**src/rtl/addsub32_byte_seq.sv**
```systemverilog
// Sequenced 32-bit add/subtract built around a single 8-bit ripple adder.
// One byte slice is processed per cycle, LSB first, with the carry held in a register.

module ripple_adder_8bit (
    input  logic [7:0] a_i,
    input  logic [7:0] b_i,
    input  logic       c_i,
    output logic [7:0] s_o,
    output logic       c_o
);

    logic [8:0] carry;

    assign carry[0] = c_i;

    for (genvar i = 0; i < 8; i++) begin : g_fa
        assign s_o[i]       = a_i[i] ^ b_i[i] ^ carry[i];
        assign carry[i + 1] = (a_i[i] & b_i[i]) | (carry[i] & (a_i[i] ^ b_i[i]));
    end

    assign c_o = carry[8];

endmodule

module addsub32_byte_seq (
    input  logic        clk_i,
    input  logic        rst_ni,
    input  logic        req_valid_i,
    output logic        req_ready_o,
    input  logic [31:0] req_a_i,
    input  logic [31:0] req_b_i,
    input  logic        req_sub_i,
    output logic        resp_valid_o,
    input  logic        resp_ready_i,
    output logic [31:0] resp_sum_o,
    output logic        resp_carry_o,
    output logic        resp_ovf_o,
    output logic        resp_zero_o,
    output logic        busy_o
);

    typedef enum logic [1:0] {
        IDLE,
        CALC,
        DONE
    } state_e;

    state_e      state_q, state_d;
    logic [31:0] a_q, b_q, sum_q;
    logic        sub_q, carry_q;
    logic [1:0]  cnt_q;

    logic [31:0] res_sum_q;
    logic        res_carry_q, res_ovf_q, res_zero_q;

    logic        accept, step, last;
    logic [4:0]  slice_lsb;
    logic [7:0]  add_a, add_b, add_s;
    logic        add_ci, add_co;

    // The first slice takes the subtract bit as carry-in to complete the two's complement.
    assign slice_lsb = {cnt_q, 3'b000};
    assign add_a     = a_q[slice_lsb +: 8];
    assign add_b     = b_q[slice_lsb +: 8];
    assign add_ci    = (cnt_q == 2'd0) ? sub_q : carry_q;

    ripple_adder_8bit u_adder (
        .a_i (add_a),
        .b_i (add_b),
        .c_i (add_ci),
        .s_o (add_s),
        .c_o (add_co)
    );

    always_comb begin
        state_d = state_q;
        accept  = 1'b0;
        step    = 1'b0;
        last    = 1'b0;
        case (state_q)
            IDLE: begin
                if (req_valid_i) begin
                    accept  = 1'b1;
                    state_d = CALC;
                end
            end
            CALC: begin
                step = 1'b1;
                if (cnt_q == 2'd3) begin
                    last    = 1'b1;
                    state_d = DONE;
                end
            end
            DONE: begin
                if (resp_ready_i) begin
                    state_d = IDLE;
                end
            end
            default: state_d = IDLE;
        endcase
    end

    always_ff @(posedge clk_i or negedge rst_ni) begin
        if (!rst_ni) begin
            state_q <= IDLE;
        end else begin
            state_q <= state_d;
        end
    end

    always_ff @(posedge clk_i or negedge rst_ni) begin
        if (!rst_ni) begin
            a_q     <= '0;
            b_q     <= '0;
            sub_q   <= 1'b0;
            sum_q   <= '0;
            carry_q <= 1'b0;
            cnt_q   <= '0;
        end else if (accept) begin
            a_q     <= req_a_i;
            b_q     <= req_b_i ^ {32{req_sub_i}};
            sub_q   <= req_sub_i;
            cnt_q   <= '0;
        end else if (step) begin
            sum_q[slice_lsb +: 8] <= add_s;
            carry_q               <= add_co;
            cnt_q                 <= cnt_q + 2'd1;
        end
    end

    // Published results only move on the final slice, so they stay put while the next op runs.
    always_ff @(posedge clk_i or negedge rst_ni) begin
        if (!rst_ni) begin
            res_sum_q   <= '0;
            res_carry_q <= 1'b0;
            res_ovf_q   <= 1'b0;
            res_zero_q  <= 1'b0;
        end else if (last) begin
            res_sum_q   <= {add_s, sum_q[23:0]};
            res_carry_q <= add_co;
            res_ovf_q   <= (a_q[31] == b_q[31]) & (add_s[7] != a_q[31]);
            res_zero_q  <= (sum_q[23:0] == 24'd0) & (add_s == 8'd0);
        end
    end

    assign req_ready_o  = (state_q == IDLE);
    assign resp_valid_o = (state_q == DONE);
    assign busy_o       = (state_q == CALC) || (state_q == DONE);
    assign resp_sum_o   = res_sum_q;
    assign resp_carry_o = res_carry_q;
    assign resp_ovf_o   = res_ovf_q;
    assign resp_zero_o  = res_zero_q;

endmodule

```
**config.mk**
```make
export PLATFORM = sky130hd
export DESIGN_NAME = addsub32_byte_seq
export DESIGN_NICKNAME = d
export VERILOG_FILES = /design/src/rtl/addsub32_byte_seq.sv
export SDC_FILE = /design/constraint.sdc
export NUM_CORES = 1
export LEC_CHECK = 0
export CAP_MARGIN = 15
export CORE_MARGIN = 5
export CORE_UTILIZATION = 57
export DETAILED_ROUTE_END_ITERATION = 10
export HOLD_SLACK_MARGIN = 0.06
export PLACE_DENSITY = 0.86
export SETUP_SLACK_MARGIN = 0.05
export SYNTH_ARGS = -nofsm -noshare
export SYNTH_HDL_FRONTEND = slang
export SYNTH_HIERARCHICAL = 1
export SYNTH_SLANG_ARGS = --single-unit
export TNS_END_PERCENT = 5
```
**constraint.sdc**
```tcl
create_clock -name clk_i -period 10 [get_ports clk_i]
set_clock_uncertainty 0.15 [all_clocks]
set_input_delay 1 -clock clk_i [delete_from_list [all_inputs] [get_ports clk_i]]
set_output_delay 1 -clock clk_i [all_outputs]
set_load 0.05 [all_outputs]
```
# [After elaboration in Yosys (flattened, before gate mapping)]
# Cells that the tools add are included.
[totals] register_bits=137 out_inout_bits=38 wordCells=90
[classes] n_addsub=2 n_eq_ne=8 n_shift=4 mux=13 bitwise=44 n_reduce_logical=8
[op_table] cell="indexed part select 32 x 6 -> 8 bit" count=2
[op_table] cell="bitwise mux 32 bit" count=1
[op_table] cell="variable shift 8 x 7 -> 32 bit, first input constant" count=1
[op_table] cell="indexed part select 8 x 7 -> 32 bit" count=1
[op_table] cell="bitwise XOR 32 bit" count=1
[op_table] cell="zero test 24 bit" count=1
[op_table] cell="AND 1 bit" count=18
[op_table] cell="bitwise XOR 1 bit" count=16
[op_table] cell="2-to-1 mux 2 bit" count=5
[op_table] cell="zero test 8 bit" count=1
[op_table] cell="OR 1 bit" count=8
[op_table] cell="negator 5 -> 7 bit" count=1
[op_table] cell="2-to-1 mux 1 bit" count=6
[op_table] cell="one-hot mux 2 bit (3 select lines)" count=1
[op_table] cell="equality test 2 bit, second input constant" count=2
[op_table] cell="zero test 2 bit" count=2
[op_table] cell="!= test 2 bit, second input constant" count=2
[op_table] cell="AND reduction 3 bit" count=1
[op_table] cell="adder 2 x 1 -> 2 bit, second input constant" count=1
[op_table] cell="equality test 2 x 1 -> 1 bit, second input constant" count=1
[op_table] cell="!= test 2 x 1 -> 1 bit, second input constant" count=1
[op_table] cell="AND reduction 2 bit" count=1
[op_table] cell="nonzero test 2 bit" count=1
[op_table] cell="equality test 1 bit" count=1
[op_table] cell="other kinds (3)" count=3

# [Logic depth before layout (Yosys ltp)]
# Gate-level depths: netlist (run 1).
[depth] word_depth=19 depth_mapped=20 mapped_depth_nobuf=18

# [By module]
# Netlist (run 1), hierarchy kept.
[by_module_without_submodules] module="addsub32_byte_seq" n_inst=1 cells_each=409 area_each_um2=5662.9 seq_area_each_um2=3228.1
[by_module_without_submodules] module="ripple_adder_8bit" n_inst=1 cells_each=18 area_each_um2=197.7 seq_area_each_um2=0.0

# [Least setup slack after synthesis (run 1)]
# OpenSTA, ideal clock, no wires.
[synth_timing] kind="reg-to-reg" start="register cnt_q[1]" end="register res_ovf_q (netlist: resp_ovf_o)" setup_time_ns=0.129 arrival_time_ns=4.888 required_time_ns=9.721 setup_slack_ns=4.833 path_stages_with_launch=21 n_path_buf=2 synth_period_minus_slack_ns=5.167 path_cell_list="dfrtp_1 -> buf_2 -> buf_2 -> inv_1 -> ha_1 -> mux2_2 -> fa_1 -> inv_1 -> fa_1 -> inv_1 -> fa_1 -> fa_1 -> fa_1 -> fa_1 -> fa_1 -> inv_1 -> fa_1 -> inv_1 -> and3b_1 -> a21oi_1 -> o21ai_0"
[synth_via] elab_chain_len=19 word_cells_on_any_way=39 classes_between="eq/ne: 2; shift: 2; mux: 3; bitwise: 31; reduce/logical: 1"
[synth_rtl] item="start, declared" line="51" text="logic [1:0] cnt_q;"
[synth_rtl] item="start signal, assigned" line="127" text="cnt_q <= cnt_q + 2'd1;"
[synth_rtl] item="zero test 2 bit" line="65" text="assign add_ci = (cnt_q == 2'd0) ? sub_q : carry_q;"
[synth_rtl] item="2-to-1 mux 1 bit" line="65"
[synth_rtl] item="named net add_ci" line="59" text="logic add_ci, add_co;"
[synth_rtl] item="AND 1 bit" line="18" text="assign carry[i + 1] = (a_i[i] & b_i[i]) | (carry[i] & (a_i[i] ^ b_i[i]));"
[synth_rtl] item="OR 1 bit" line="18"
[synth_rtl] item="AND 1 bit" line="18"
[synth_rtl] item="OR 1 bit" line="18"
[synth_rtl] item="AND 1 bit" line="18"
[synth_rtl] item="[5 not listed]"
[synth_rtl] item="AND 1 bit" line="18"
[synth_rtl] item="OR 1 bit" line="18"
[synth_rtl] item="AND 1 bit" line="18"
[synth_rtl] item="OR 1 bit" line="18"
[synth_rtl] item="bitwise XOR 1 bit" line="17" text="assign s_o[i] = a_i[i] ^ b_i[i] ^ carry[i];"
[synth_rtl] item="named net add_s[7]" line="58" text="logic [7:0] add_a, add_b, add_s;"
[synth_rtl] item="!= test 1 bit" line="141" text="res_ovf_q <= (a_q[31] == b_q[31]) & (add_s[7] != a_q[31]);"
[synth_rtl] item="AND 1 bit" line="141"
[synth_rtl] item="end signal, assigned" line="141"
[synth_rtl] item="end, declared" line="54" text="logic res_carry_q, res_ovf_q, res_zero_q;"
# The timed path passes the listed nets, and every way through them passes these cells.
# A chain may end at the register's enable or synchronous reset.

# [Worst setup path in the final report (run 1)]
[layout_timing] start="register cnt_q[0]" end="register res_zero_q (netlist: resp_zero_o)"
[layout_via] elab_chain_len=19 word_cells_on_any_way=46 classes_between="eq/ne: 1; shift: 2; mux: 3; bitwise: 38; reduce/logical: 2"
[layout_rtl] item="zero test 2 bit" line="65"
[layout_rtl] item="2-to-1 mux 1 bit" line="65"
[layout_rtl] item="named net add_ci" line="59"
[layout_rtl] item="AND 1 bit" line="18"
[layout_rtl] item="OR 1 bit" line="18"
[layout_rtl] item="AND 1 bit" line="18"
[layout_rtl] item="OR 1 bit" line="18"
[layout_rtl] item="AND 1 bit" line="18"
[layout_rtl] item="[5 not listed]"
[layout_rtl] item="AND 1 bit" line="18"
[layout_rtl] item="OR 1 bit" line="18"
[layout_rtl] item="AND 1 bit" line="18"
[layout_rtl] item="OR 1 bit" line="18"
[layout_rtl] item="bitwise XOR 1 bit" line="17"
[layout_rtl] item="named net add_s[7]" line="58"
[layout_rtl] item="zero test 8 bit" line="142" text="res_zero_q <= (sum_q[23:0] == 24'd0) & (add_s == 8'd0);"
[layout_rtl] item="AND 1 bit" line="142"
[layout_rtl] item="end signal, assigned" line="142"
[layout_rtl] item="end, declared" line="54"
# The timed path passes the listed nets, and every way through them passes these cells.

==> flow_summary.yaml, run 1 <==
run_status:
  outcome: "finished clean"
sta:
  tightest_slew_ns: 0.891
  rsz0062_at_grt: "no"
  finalHoldViolCount: 0
  finalCriticalPeriod_ns: 5.51
  drv_slew: 0
  setup_slack_ns: 4.49
  fmax_ghz: 0.181
  whs_ns: 0.328
  setup_viol: 0
  post-route-period-util_pct: 55.1
  relSlewSlack_pct: 40.6
  tns_ns: 0
synthesis:
  synth.area.top_cells: "dfrtp_1 55%, mux2_2 13%, mux4_2 6.1%, xnor2_1 4.9%, a22o_1 3.3%"
  syn_inst: 427
  netlist.top_cell.by_area: "dfrtp_1"
  synth_edf_count: 0
  seq_area_frac_synth_pct: 55.1
  ys_types: 30
  yosysWarnings: 6
  syn_nets: 513
  synth-seq-cells: 129
  yosys.area.top_type_share_pct: 55.1
  avgSynthCellArea_sq_um: 13.7
  async_flop_share_pct: 100
  synth_ff_type: "dfrtp_1"
  syn_area_sq_um: 5860
critical_path:
  cp_max_fo: 23
  crit_type: "flip-flop to flip-flop"
  cp.required_ns: 10.25
  critPathArrivalTime_ns: 5.76
  r2r_start: "cnt_q[0]$_DFFE_PN0P_"
  crit_path_start: "cnt_q[0]$_DFFE_PN0P_"
  cp-start-kind: "flip-flop"
  endpoint_kind: "flip-flop"
placement:
  place_ws_ns: 4.60
  gp_congestion: 0.849
  io_buffers: 106
  place_inst: 651
  dp_hpwl_mm: 8.83
floorplanning:
  core_sq_um: 10200
  dieArea_sq_um: 12400
  rows: 37
  initial_core_util_pct: 57.5
  fp.dieH_um: 111
  die_x_um: 111
  io-pin-count: 107
detailed_routing:
  drt_wl_total_mm: 12.8
  wl_per_cell_um: 18.6
  drc: 0
  ant_nets: 0
  drtIter0Drc: 186
  num_vias: 3773
  via_per_inst: 5.52
  dr.pass1.iters: 4
global_route:
  antenna_found_initial: 0
  grt_pass1_wl_mm: 21.2
  grt_max_degree: 98
  gr-usage-all-layers_pct: 21.8
  gr-total-overflow: 0
  grt_pass1_vias: 4165
clocking:
  cts-resized-gates: 0
  ctsHtreeMaxLevel: 4
  cts-hold-fix-buffers: 0
  clock-root-buffer: "clkbuf_8"
  clk_pin_slew_worst_paths_ns: 0.06
  cts.sinks: 129
  worst_skew_pair.late_latency_ns: 0.52
  cts_tree: "done"
  clock_path_buffers: 2
  cts_setup_buffers: 0
  cts_buffers: 17
finish:
  n_fill_cell: 639
  finalNetCount: 621
  drive_gt1_share_pct: 24.1
  antenna_cells: 0
  final_core_util_pct: 74.8
  instances_no_fill: 684
  layout_common_cells: "129 x dfrtp_1, 104 x clkdlybuf4s50_1, 70 x mux2_2"
  layout_commonest_cell: "dfrtp_1"
  syn_to_final_growth_pct: 29.9
power_and_ir_drop:
  ir_worst_vdd_v: 0.000202
  power_leakage_nw: 3.36
  powerDensity_nw_per_um2: 367
job:
  max_cap_violations: 0
worst_hold_path:
  holdCritPathClass: "input pin to async pin"
cells by family after synthesis:
family	Yosys count	share of synthesized area, %
flops	129	55.1
mux	87	19.8
compound gates	62	6.83
simple gates	60	5.59
buf+inv	39	3.14
xor+xnor	33	4.93
fa+ha+maj	17	4.65
synthesized netlist by cell type (all sizes together) (4+ instances only):
| cell | number |
|---|---|
| a22o | 22 |
| buf | 18 |
| clkbuf | 4 |
| dfrtp | 129 |
| fa | 8 |
| ha | 9 |
| inv | 17 |
| mux2 | 70 |
| mux4 | 16 |
| nand2 | 41 |
| nor4 | 9 |
| o21ai | 35 |
| xnor2 | 33 |
sequential cells by signal, summed over array words and instances (netlist names):
name and count:
resp_ovf_o 1, b_q 32, carry_q 1, sub_q 1
resp_zero_o 1, sum_q 24, cnt_q 2, resp_carry_o 1
a_q 32, state_q 2, resp_sum_o 32
metrics by stage:
step                      power (mW)  cell area, sq um
final                           2.79              7610
after global routing            2.95              7610
after CTS                       2.80              7590
after floorplan                 1.76              5860
after detailed placement        2.17              7000
after global placement          2.11              7000
path summary, 6_finish.rpt:
check                                             endpoint  slack (ns)  cells after the start
worst max-delay path               resp_zero_o$_DFFE_PN0P_        4.49                     19
worst min register to register         b_q[11]$_DFFE_PN0P_        0.33                      2
worst min-delay path            resp_sum_o[11]$_DFFE_PN0P_        0.33                      1
worst max register to register     resp_zero_o$_DFFE_PN0P_        4.49                     19
max in group asynchronous              b_q[25]$_DFFE_PN0P_        8.34                      3
min in group clk_i                     b_q[11]$_DFFE_PN0P_        0.33                      2
cell type report:
cell class	instances	area [sq um]	area share, %
flip-flops and latches	129	3230	42.4
multi-input cells	259	2450	32.2
repair buffers	111	1110	14.6
clock buffers	18	428	5.62
well taps	136	170	2.23
clock inverters	14	163	2.14
inverters	17	63.8	0.838
metal layers:
layer	vias to the layer above	part of all wire [%]	track usage, %
met5	-	0	0
met4	0	2.1	8.68
met3	30	4.8	5.76
met2	120	52	36.8
met1	1885	41	27.0
li1	1738	-	-
where the power goes:
part | internal (mW) | switching (mW) | total [mW]
registers | 0.734 | 0.136 | 0.870
clock network | 0.384 | 0.226 | 0.610
logic | 0.544 | 0.768 | 1.31
total | 1.66 | 1.13 | 2.79
worst max-delay path, cell delays in order (launching register included):
cell and delay [ns]:
dfrtp_1 0.32, buf_4 0.40, inv_1 0.16, ha_1 0.33, mux2_2 0.31, fa_1 0.36
inv_1 0.07, fa_1 0.16, inv_1 0.05, fa_1 0.37, fa_1 0.38, fa_1 0.38
fa_1 0.39, fa_1 0.38, inv_1 0.07, fa_1 0.15, inv_1 0.13, nor4_1 0.35
nand4_1 0.17, o31ai_1 0.29
No activity file was read; power rests on OpenSTA's default activity.
==> inputs of run 2 (changes only) <==
--- a/config.mk
+++ b/config.mk
@@ -7,10 +7,10 @@
 export LEC_CHECK = 0
 export CAP_MARGIN = 15
 export CORE_MARGIN = 5
-export CORE_UTILIZATION = 57
+export CORE_UTILIZATION = 53
 export DETAILED_ROUTE_END_ITERATION = 10
 export HOLD_SLACK_MARGIN = 0.06
-export PLACE_DENSITY = 0.86
+export PLACE_DENSITY = 0.81
 export SETUP_SLACK_MARGIN = 0.05
 export SYNTH_ARGS = -nofsm -noshare
 export SYNTH_HDL_FRONTEND = slang
==> constraint.sdc (replaced) <==
create_clock -name clk_i -period 5.6 [get_ports clk_i]
set_clock_uncertainty 0.15 [all_clocks]
set_input_delay 0.56 -clock clk_i [delete_from_list [all_inputs] [get_ports clk_i]]
set_output_delay 0.56 -clock clk_i [all_outputs]
set_load 0.05 [all_outputs]
==> run 2 against run 1 <==
Against the previous run:
- via count increased by 0.80%
- cell area down 0.59%
- core utilization fell by 4.9 points
- combinational power is 81% higher
- flip-flop and latch count stayed put
- clock power rose by 67%
==> flow_summary.yaml, run 2 (same netlist as run 1, synthesis figures left out) <==
run_status:
  outcome: "finished clean"
power_and_ir_drop:
  ir_worst_vdd_v: 0.000516
  power_leakage_nw: 3.34
  power_mw: 4.93
  p_clk_share_pct: 20.7
  swShare_pct: 41.1
  power_frac_comb_pct: 48.1
  p_seq_share_pct: 31.2
  p_sw_mw: 2.03
  p_int_mw: 2.90
  powerDensity_nw_per_um2: 652
global_route:
  use_met3_pct: 5.79
  grt_pass1_wl_mm: 21.2
  grt_pass1_vias: 4157
  gr-max-usage-layer: "met2"
  grt_max_degree: 98
  antenna_found_initial: 0
  gr-usage-all-layers_pct: 20.9
  use_met2_pct: 34.6
  met1_usage_pct: 26.7
  gr-total-overflow: 0
placement:
  gp_congestion: 0.772
  dp_hpwl_mm: 8.99
  place_inst: 655
  placed_area_sq_um: 7010
  io_buffers: 106
  place_ws_ns: 0.476
detailed_routing:
  dr.pass1.iters: 4
  num_vias: 3803
  via_per_inst: 5.54
  drtIter0Drc: 205
  drc: 0
  ant_nets: 0
  drt_wl_total_mm: 12.9
  wl_per_cell_um: 18.8
finish:
  instances_no_fill: 687
  layout_common_cells: "129 x dfrtp_1, 104 x clkdlybuf4s50_1, 70 x mux2_2"
  layout_commonest_cell: "dfrtp_1"
  finalNetCount: 621
  antenna_cells: 0
  syn_to_final_growth_pct: 29.2
  drive_gt1_share_pct: 23.6
  design_area_sq_um: 7570
  n_fill_cell: 760
floorplanning:
  dieArea_sq_um: 13300
  rows: 38
  core_sq_um: 10800
  die_x_um: 115
  io-pin-count: 107
  initial_core_util_pct: 54.1
  fp.dieH_um: 115
sta:
  setup_viol: 0
  tightest_slew_ns: 0.935
  tns_ns: 0
  drv_slew: 0
  setup_slack_ns: 0.302
  finalHoldViolCount: 0
  relSlewSlack_pct: 37.6
  finalCriticalPeriod_ns: 5.30
  post-route-period-util_pct: 94.6
  fmax_ghz: 0.189
  rsz0062_at_grt: "no"
critical_path:
  cp.required_ns: 5.84
  critPathArrivalTime_ns: 5.54
  reg2reg_setup_slack_ns: 0.30
  r2r_end: "resp_zero_o$_DFFE_PN0P_"
  slowest_delay_ns: 0.40
  crit_end: "resp_zero_o$_DFFE_PN0P_"
  worstPathCellList: "inv_1 -> ha_1 -> mux2_2 -> fa_1 -> inv_1 -> fa_1 -> inv_1 -> fa_1 -> fa_1 -> fa_1 -> fa_1 -> fa_1 -> inv_1 -> fa_1 -> inv_1 -> nor4_1 -> nand4_1 -> o31ai_1"
  cp_max_fo: 7
  crit_slowest_cell: "fa_1"
  r2r.worst_path.cells: 18
  endpoint_kind: "flip-flop"
  cp-start-kind: "flip-flop"
  crit_type: "flip-flop to flip-flop"
  crit_top_cell: "fa_1"
  r2r_start: "cnt_q[0]$_DFFE_PN0P_"
  crit_path_start: "cnt_q[0]$_DFFE_PN0P_"
clocking:
  cts-resized-gates: 0
  clock-root-buffer: "clkbuf_8"
  cts_setup_buffers: 0
  clock_path_buffers: 2
  ctsHtreeMaxLevel: 4
  cts_buffers: 17
  clk_pin_slew_worst_paths_ns: 0.06
  worst_skew_pair.late_latency_ns: 0.53
  cts.sinks: 129
  cts_tree: "done"
job:
  max_cap_violations: 0
worst_hold_path:
  holdCritPathClass: "flip-flop to flip-flop"
run 2: changes by cell type in the layout (fill, tap and decap cells not counted), sizes merged:
cell,before,now
clkinvlp,4,2
buf,7,6
clkinv,6,7
bufinv,3,1
dlygate4sd3,0,1
clkbuf,18,20
run 2: power groups by stage:
stage	sequential, mW	clock, mW	combinational [mW]
floorplan	1.73	0	1.40
global placement	1.53	0	2.27
detailed placement	1.55	0	2.36
CTS	1.54	1.03	2.39
global route	1.59	1.08	2.56
finish	1.54	1.02	2.37
run 2: worst max-delay path: cells and delay by family, from the launching register on:
kind | cells | cell delay (ns)
compound gates | 1 | 0.34
fa+ha+maj | 9 | 2.96
buf+inv | 5 | 0.43
flops | 1 | 0.37
mux | 1 | 0.38
simple gates | 2 | 0.52
run 2: area by class of cell:
class | count | area [sq um] | area share [%]
repair buffers | 111 | 1090 | 14.4
well taps | 140 | 175 | 2.31
multi-input cells | 259 | 2460 | 32.4
clock inverters | 11 | 108 | 1.42
flip-flops and latches | 129 | 3230 | 42.6
clock buffers | 20 | 445 | 5.88
inverters | 17 | 63.8 | 0.843
run 2: per-layer routing:
metal,wire length (um),part of all wire (%),up-vias
li1,-,-,1728
met2,6550,51,131
met5,0,0,-
met3,801,6.2,27
met1,5250,41,1917
met4,283,2.2,0
run 2: worst min-delay path by stage:
stage / startpoint / end / slack [ns] / depth (start not counted)
detailed placement: b_q[17]$_DFFE_PN0P_ / b_q[17]$_DFFE_PN0P_ / 0.32 / 2
global route: b_q[18]$_DFFE_PN0P_ / b_q[18]$_DFFE_PN0P_ / 0.35 / 2
CTS: b_q[17]$_DFFE_PN0P_ / b_q[17]$_DFFE_PN0P_ / 0.33 / 2
floorplan: rst_ni / a_q[0]$_DFFE_PN0P_ / 0.11 / 0
finish: b_q[17]$_DFFE_PN0P_ / b_q[17]$_DFFE_PN0P_ / 0.33 / 2
global placement: b_q[18]$_DFFE_PN0P_ / b_q[18]$_DFFE_PN0P_ / 0.31 / 2
run 2: timing repair:
item,in CTS,in global routing
hold endpoints to repair,64,0
setup endpoints to repair,0,0
hold buffers,1,0
run 2: stage by stage:
| step | utilization [%] | hold WS [ns] |
|---|---|---|
| 2_1_floorplan | - | 0.114 |
| 3_3_place_gp | 64.6 | 0.309 |
| 3_5_place_dp | 64.6 | 0.318 |
| 4_1_cts | 69.8 | 0.330 |
| 5_1_grt | 69.8 | 0.355 |
| 6_report | 69.8 | 0.326 |
==> edit 1 (settings of run 2) <==
The 3 states of `state_e` get a one-hot encoding in 3 bits.
--- a/src/rtl/addsub32_byte_seq.sv
+++ b/src/rtl/addsub32_byte_seq.sv
@@ -39,10 +39,10 @@
     output logic        busy_o
 );
 
-    typedef enum logic [1:0] {
-        IDLE,
-        CALC,
-        DONE
+    typedef enum logic [2:0] {
+        IDLE = 3'b001,
+        CALC = 3'b010,
+        DONE = 3'b100
     } state_e;
 
     state_e      state_q, state_d;
Check against the original RTL: no difference found for any inputs over 10 cycles, from zero or initial values and one cycle with rst_ni low; not proved beyond that.
==> edit 1 against run 2 <==
Wire length rose by 0.17%. Design area rose by 1.2%. Area after synthesis rose by 2.6%. Setup slack got worse by 0.023 ns. Fmax fell by 0.43%. Sequential share of layout area fell by 0.14 points. Hold slack got worse by 0.16 ns. Power fell by 10%. Sequential cell count rose by 1. Combinational power fell by 20%.
==> edit 1: results (changes against run 2) <==
[yosys]
synth_nets = 553  ; +7.8%
synth_area_leaders = dfrtp_1, mux2_2, mux2_1, mux4_2, xnor2_1
yosysSeqAreaShare = 0.541  ; -0.00961
yosys_warnings = 6  ; unchanged
synthTopCellsByCount = dfrtp_1, nand2_1, a21oi_1, mux2_2, nor2_1
synth_top_area_frac = 0.537  ; -0.0140
synth_cell_type_count = 34  ; +13%

[critical_path]
setup.worst_path.end = resp_ovf_o
r2r_setup_slack_ns = 0.28  ; -0.02 ns
rr_worst_depth = 18  ; unchanged
crit_family = adder cells
cpMaxStageDelayCell = dfrtp_2
worstPathArrival_ns = 5.43  ; -0.11 ns
crit_path_max_fanout = 11  ; +4
crit_path_max_incr_delay_ns = 0.51  ; +0.11 ns
startpoint = cnt_q[0]

[layout]
drive_above_1_share = 0.158  ; -0.0780
nNetsFinal = 653  ; +5.2%
n_fill_cell = 734  ; -3.4%

[power]
combPwrFrac = 0.428  ; -0.053
intPower_mw = 2.72  ; -6.3%
clock_power_mw = 1.05
p_leak_nw = 3.26  ; -2.3%
ir_drop_v = 0.000330  ; -36%
swShare = 0.387  ; -0.0242

[cts]
htree_levels = 4  ; unchanged
worst_skew_pair.late_latency_ns = 0.41  ; -0.12 ns
root_buffer = clkbuf_16
cts_buffer_depth = 2  ; unchanged
post_cts_buffers = 0  ; unchanged
cts_made_buffers = 17  ; unchanged
post_cts_resize_count = 0  ; unchanged

[detailed_routing]
dr.first_iter.drc_count = 227  ; +11%
firstDrtPassIters = 5  ; +1
top_layer = met4
met1_length_um = 5340  ; +1.5%
wl_per_cell_um = 17.9  ; -4.8%
wl_met3_um = 900  ; +12%
dr_total_vias = 3967  ; +4.3%
dr_wl_met2_um = 6440  ; -1.7%

[placement]
place_worst_setup_slack_ns = 0.261  ; -0.215 ns
io_buffers = 106  ; unchanged
dp_hpwl_um = 9100  ; +1.2%
gp_congestion = 0.803  ; +4.0%

[global_route]
grt.total_usage = 0.205  ; -0.00392
antenna_found_initial = 0  ; unchanged
grt_max_degree = 101  ; +3.1%
grt_pass1_vias = 4287  ; +3.1%
met2_usage = 0.337  ; -0.00968
use_met1 = 0.263  ; -0.00463
globalRouteMet3Util = 0.0596  ; +0.00169
grt_first_pass_wirelength_um = 21300  ; +0.65%

[worst_hold_path]
hp-class = input port to async pin

[run_status]
outcome = completed

[timing]
slew_headroom = 0.246  ; -0.131
fin_crit_ns = 5.32  ; +0.0227 ns

[edit 1: kinds of logic (layout without fill, tap and decap cells)]
group,after synthesis,count (layout),synth area share
flip-flops,130,130,0.541
AND/OR/NAND/NOR,105,105,0.0868
multiplexers,84,84,0.187
AO/OA/AOI/OAI,64,64,0.0585
buffers and inverters,43,155,0.0429
XOR/XNOR,32,32,0.0466
adder cells (fa/ha/maj),13,13,0.0370
[edit 1: worst register-to-register path, stage by stage (launching register included)]
cell and delay [ns]:
dfrtp_2 0.51, inv_1 0.17, ha_1 0.26, mux2_2 0.37
fa_1 0.36, inv_1 0.08, fa_1 0.17, inv_1 0.05
fa_1 0.37, fa_1 0.40, fa_1 0.40, fa_1 0.41
fa_1 0.41, inv_1 0.09, fa_1 0.40, inv_1 0.18
and3b_1 0.20, a21oi_1 0.10, o21ai_0 0.09
[edit 1: through the flow]
stage          power [mW]  cell area [um2]  std cells
3_5_place_dp         3.39             7100        692
5_1_grt              4.71             7660        723
3_3_place_gp         3.31             7070        691
4_1_cts              4.46             7660        723
6_report             4.44             7660        723
2_1_floorplan        2.79             6010        471
[edit 1: worst min path at each step]
stage	startpoint	endpoint	slack, ns
final	rst_ni	resp_sum_o[21]	0.16
after global routing	rst_ni	resp_sum_o[21]	0.25
after CTS	rst_ni	resp_sum_o[21]	0.19
after detailed placement	carry_q	carry_q	0.32
after global placement	a_q[5]	a_q[5]	0.31
after floorplan	rst_ni	a_q[0]	0.11
[edit 1: final cells by class]
type / count / area share
sequential: 130 / 0.425
multi-input combinational: 298 / 0.327
timing repair buffer: 111 / 0.145
clock buffer: 21 / 0.0588
tap: 140 / 0.0229
clock inverter: 10 / 0.0145
inverter: 13 / 0.00637
==> edit 2 (settings of run 2) <==
Without the edit above. Make the reset (`rst_ni`) synchronous in 3 clocked blocks.
--- a/src/rtl/addsub32_byte_seq.sv
+++ b/src/rtl/addsub32_byte_seq.sv
@@ -100,7 +100,7 @@
         endcase
     end
 
-    always_ff @(posedge clk_i or negedge rst_ni) begin
+    always_ff @(posedge clk_i) begin
         if (!rst_ni) begin
             state_q <= IDLE;
         end else begin
@@ -108,7 +108,7 @@
         end
     end
 
-    always_ff @(posedge clk_i or negedge rst_ni) begin
+    always_ff @(posedge clk_i) begin
         if (!rst_ni) begin
             a_q     <= '0;
             b_q     <= '0;
@@ -129,7 +129,7 @@
     end
 
     // Published results only move on the final slice, so they stay put while the next op runs.
-    always_ff @(posedge clk_i or negedge rst_ni) begin
+    always_ff @(posedge clk_i) begin
         if (!rst_ni) begin
             res_sum_q   <= '0;
             res_carry_q <= 1'b0;
Behaviour: differs if rst_ni is asserted again (counterexample within 4 cycles, from zero or initial values and one cycle with rst_ni low); with rst_ni held inactive, the same outputs for 10 cycles.
==> edit 2 against run 2 <==
Critical endpoint is now resp_ovf_o. Count of clock-buffer cells in the layout down 2. Area after synthesis up 0.17%. Wire length up 7.1%. Setup slack better by 0.0071 ns. Critical path type unchanged. Utilization down 0.57 points. Sequential cell count unchanged. First-iteration DRC count up 32%. Design area down 0.81%. Fmax up 0.14%.
Power is not compared: it rests on default switching activity, and its combinational part moved more than twofold at a synthesized area within 25%.
==> edit 2: results (changes against run 2) <==
[run_status]
outcome = completed

[placement]
place_worst_setup_slack_ns = 0.272  ; -0.204 ns
dpl-instance-area_um2 = 6870  ; -2.0%
gp_congestion = 0.862  ; +12%
dp_hpwl_um = 9490  ; +5.5%
dp.cells = 828  ; +26%

[yosys]
synth_cell_type_count = 37  ; +23%
synthFlopType = dfxtp_1
yosysSeqAreaShare = 0.440  ; -0.111
synth_nets = 709  ; +38%
synth_area_leaders = dfxtp_1, nand2_1, a211oi_2, mux4_2, a21oi_1
avgSynthCellArea_um2 = 9.42  ; -31%

[critical_path]
setup.worst_path.end = resp_ovf_o
rr_worst_depth = 16  ; -2
worst_r2r_startpoint = cnt_q[1]
worstPathArrival_ns = 5.57  ; +0.03 ns
crit_path_max_fanout = 19  ; +12

[global_route]
antenna_found_initial = 0  ; unchanged
grt.total_usage = 0.214  ; +0.00455

[timing]
worst_slew_pin_slew_ns = 1.07  ; +0.134 ns
fin_crit_ns = 5.29  ; -0.00713 ns

[layout]
nNetsFinal = 793  ; +28%
drive_above_1_share = 0.131  ; -0.105
n_fill_cell = 800  ; +5.3%
fin_cells = 859  ; +25%

[detailed_routing]
wl_per_cell_um = 16.1  ; -14%
dr.first_iter.drc_count = 271  ; +32%
firstDrtPassIters = 6  ; +2

[cts]
post_cts_resize_count = 0  ; unchanged

[worst_hold_path]
hp-class = register to register

[edit 2: cell count changes in the layout (fill, tap and decap cells not counted), sizes merged, moves of 19 or more]
cell    before  now
dfrtp      129    0
dfxtp        0  129
nand2       41  139
mux2        70    1
a21oi        3   68
nor2         1   56
o21ai       35    0
a211oi       0   32
a22o        22    0
a32oi        0   19
[edit 2: cell families after synthesis]
logic type | after synthesis | synth area share
and+or+nand+nor | 234 | 0.174
DFF | 129 | 0.440
xor gates and xnor gates | 33 | 0.0492
buffers and inverters | 63 | 0.0595
adders and majority gates | 17 | 0.0465
AOI/OAI and AO/OA | 128 | 0.165
muxes | 19 | 0.0667
[edit 2: layout make-up]
class                      instances  area [um2]  area share
multi-input combinational        431        2940       0.392
sequential                       129        2590       0.344
clock inverter                    13         210      0.0280
inverter                          15        58.8     0.00783
timing repair buffer             113        1110       0.148
clock buffer                      18         428      0.0570
tap                              140         175      0.0233
[edit 2: critical path: stages (launching register included)]
cell,delay [ns]
dfxtp_1,0.33
buf_4,0.30
mux4_2,0.37
fa_1,0.45
inv_1,0.10
fa_1,0.17
inv_1,0.07
fa_1,0.42
fa_1,0.41
fa_1,0.39
fa_1,0.39
fa_1,0.38
inv_1,0.09
fa_1,0.40
inv_1,0.18
or3b_1,0.36
a311oi_1,0.25
[edit 2: worst min-delay path by stage]
stage	end	cells past startpoint	slack, ns	start
floorplan	sub_q	2	0.28	sub_q
global placement	resp_sum_o[17]	2	0.29	resp_sum_o[17]
detailed placement	resp_sum_o[18]	2	0.30	resp_sum_o[18]
CTS	resp_sum_o[18]	2	0.31	resp_sum_o[18]
global route	resp_sum_o[23]	2	0.33	resp_sum_o[23]
finish	resp_sum_o[18]	2	0.31	resp_sum_o[18]
[edit 2: routing by layer]
metal / track usage / wire [um]
met5: 0 / 0
met1: 0.259 / 5550
met2: 0.382 / 7300
met3: 0.0447 / 709
met4: 0.0603 / 243
[edit 2: power by group]
group	total [mW]	switching [mW]	internal, mW
sequential	1.01	0.0347	0.972
clock	1.20	0.420	0.779
combinational	0.409	0.228	0.181
total	2.61	0.682	1.93
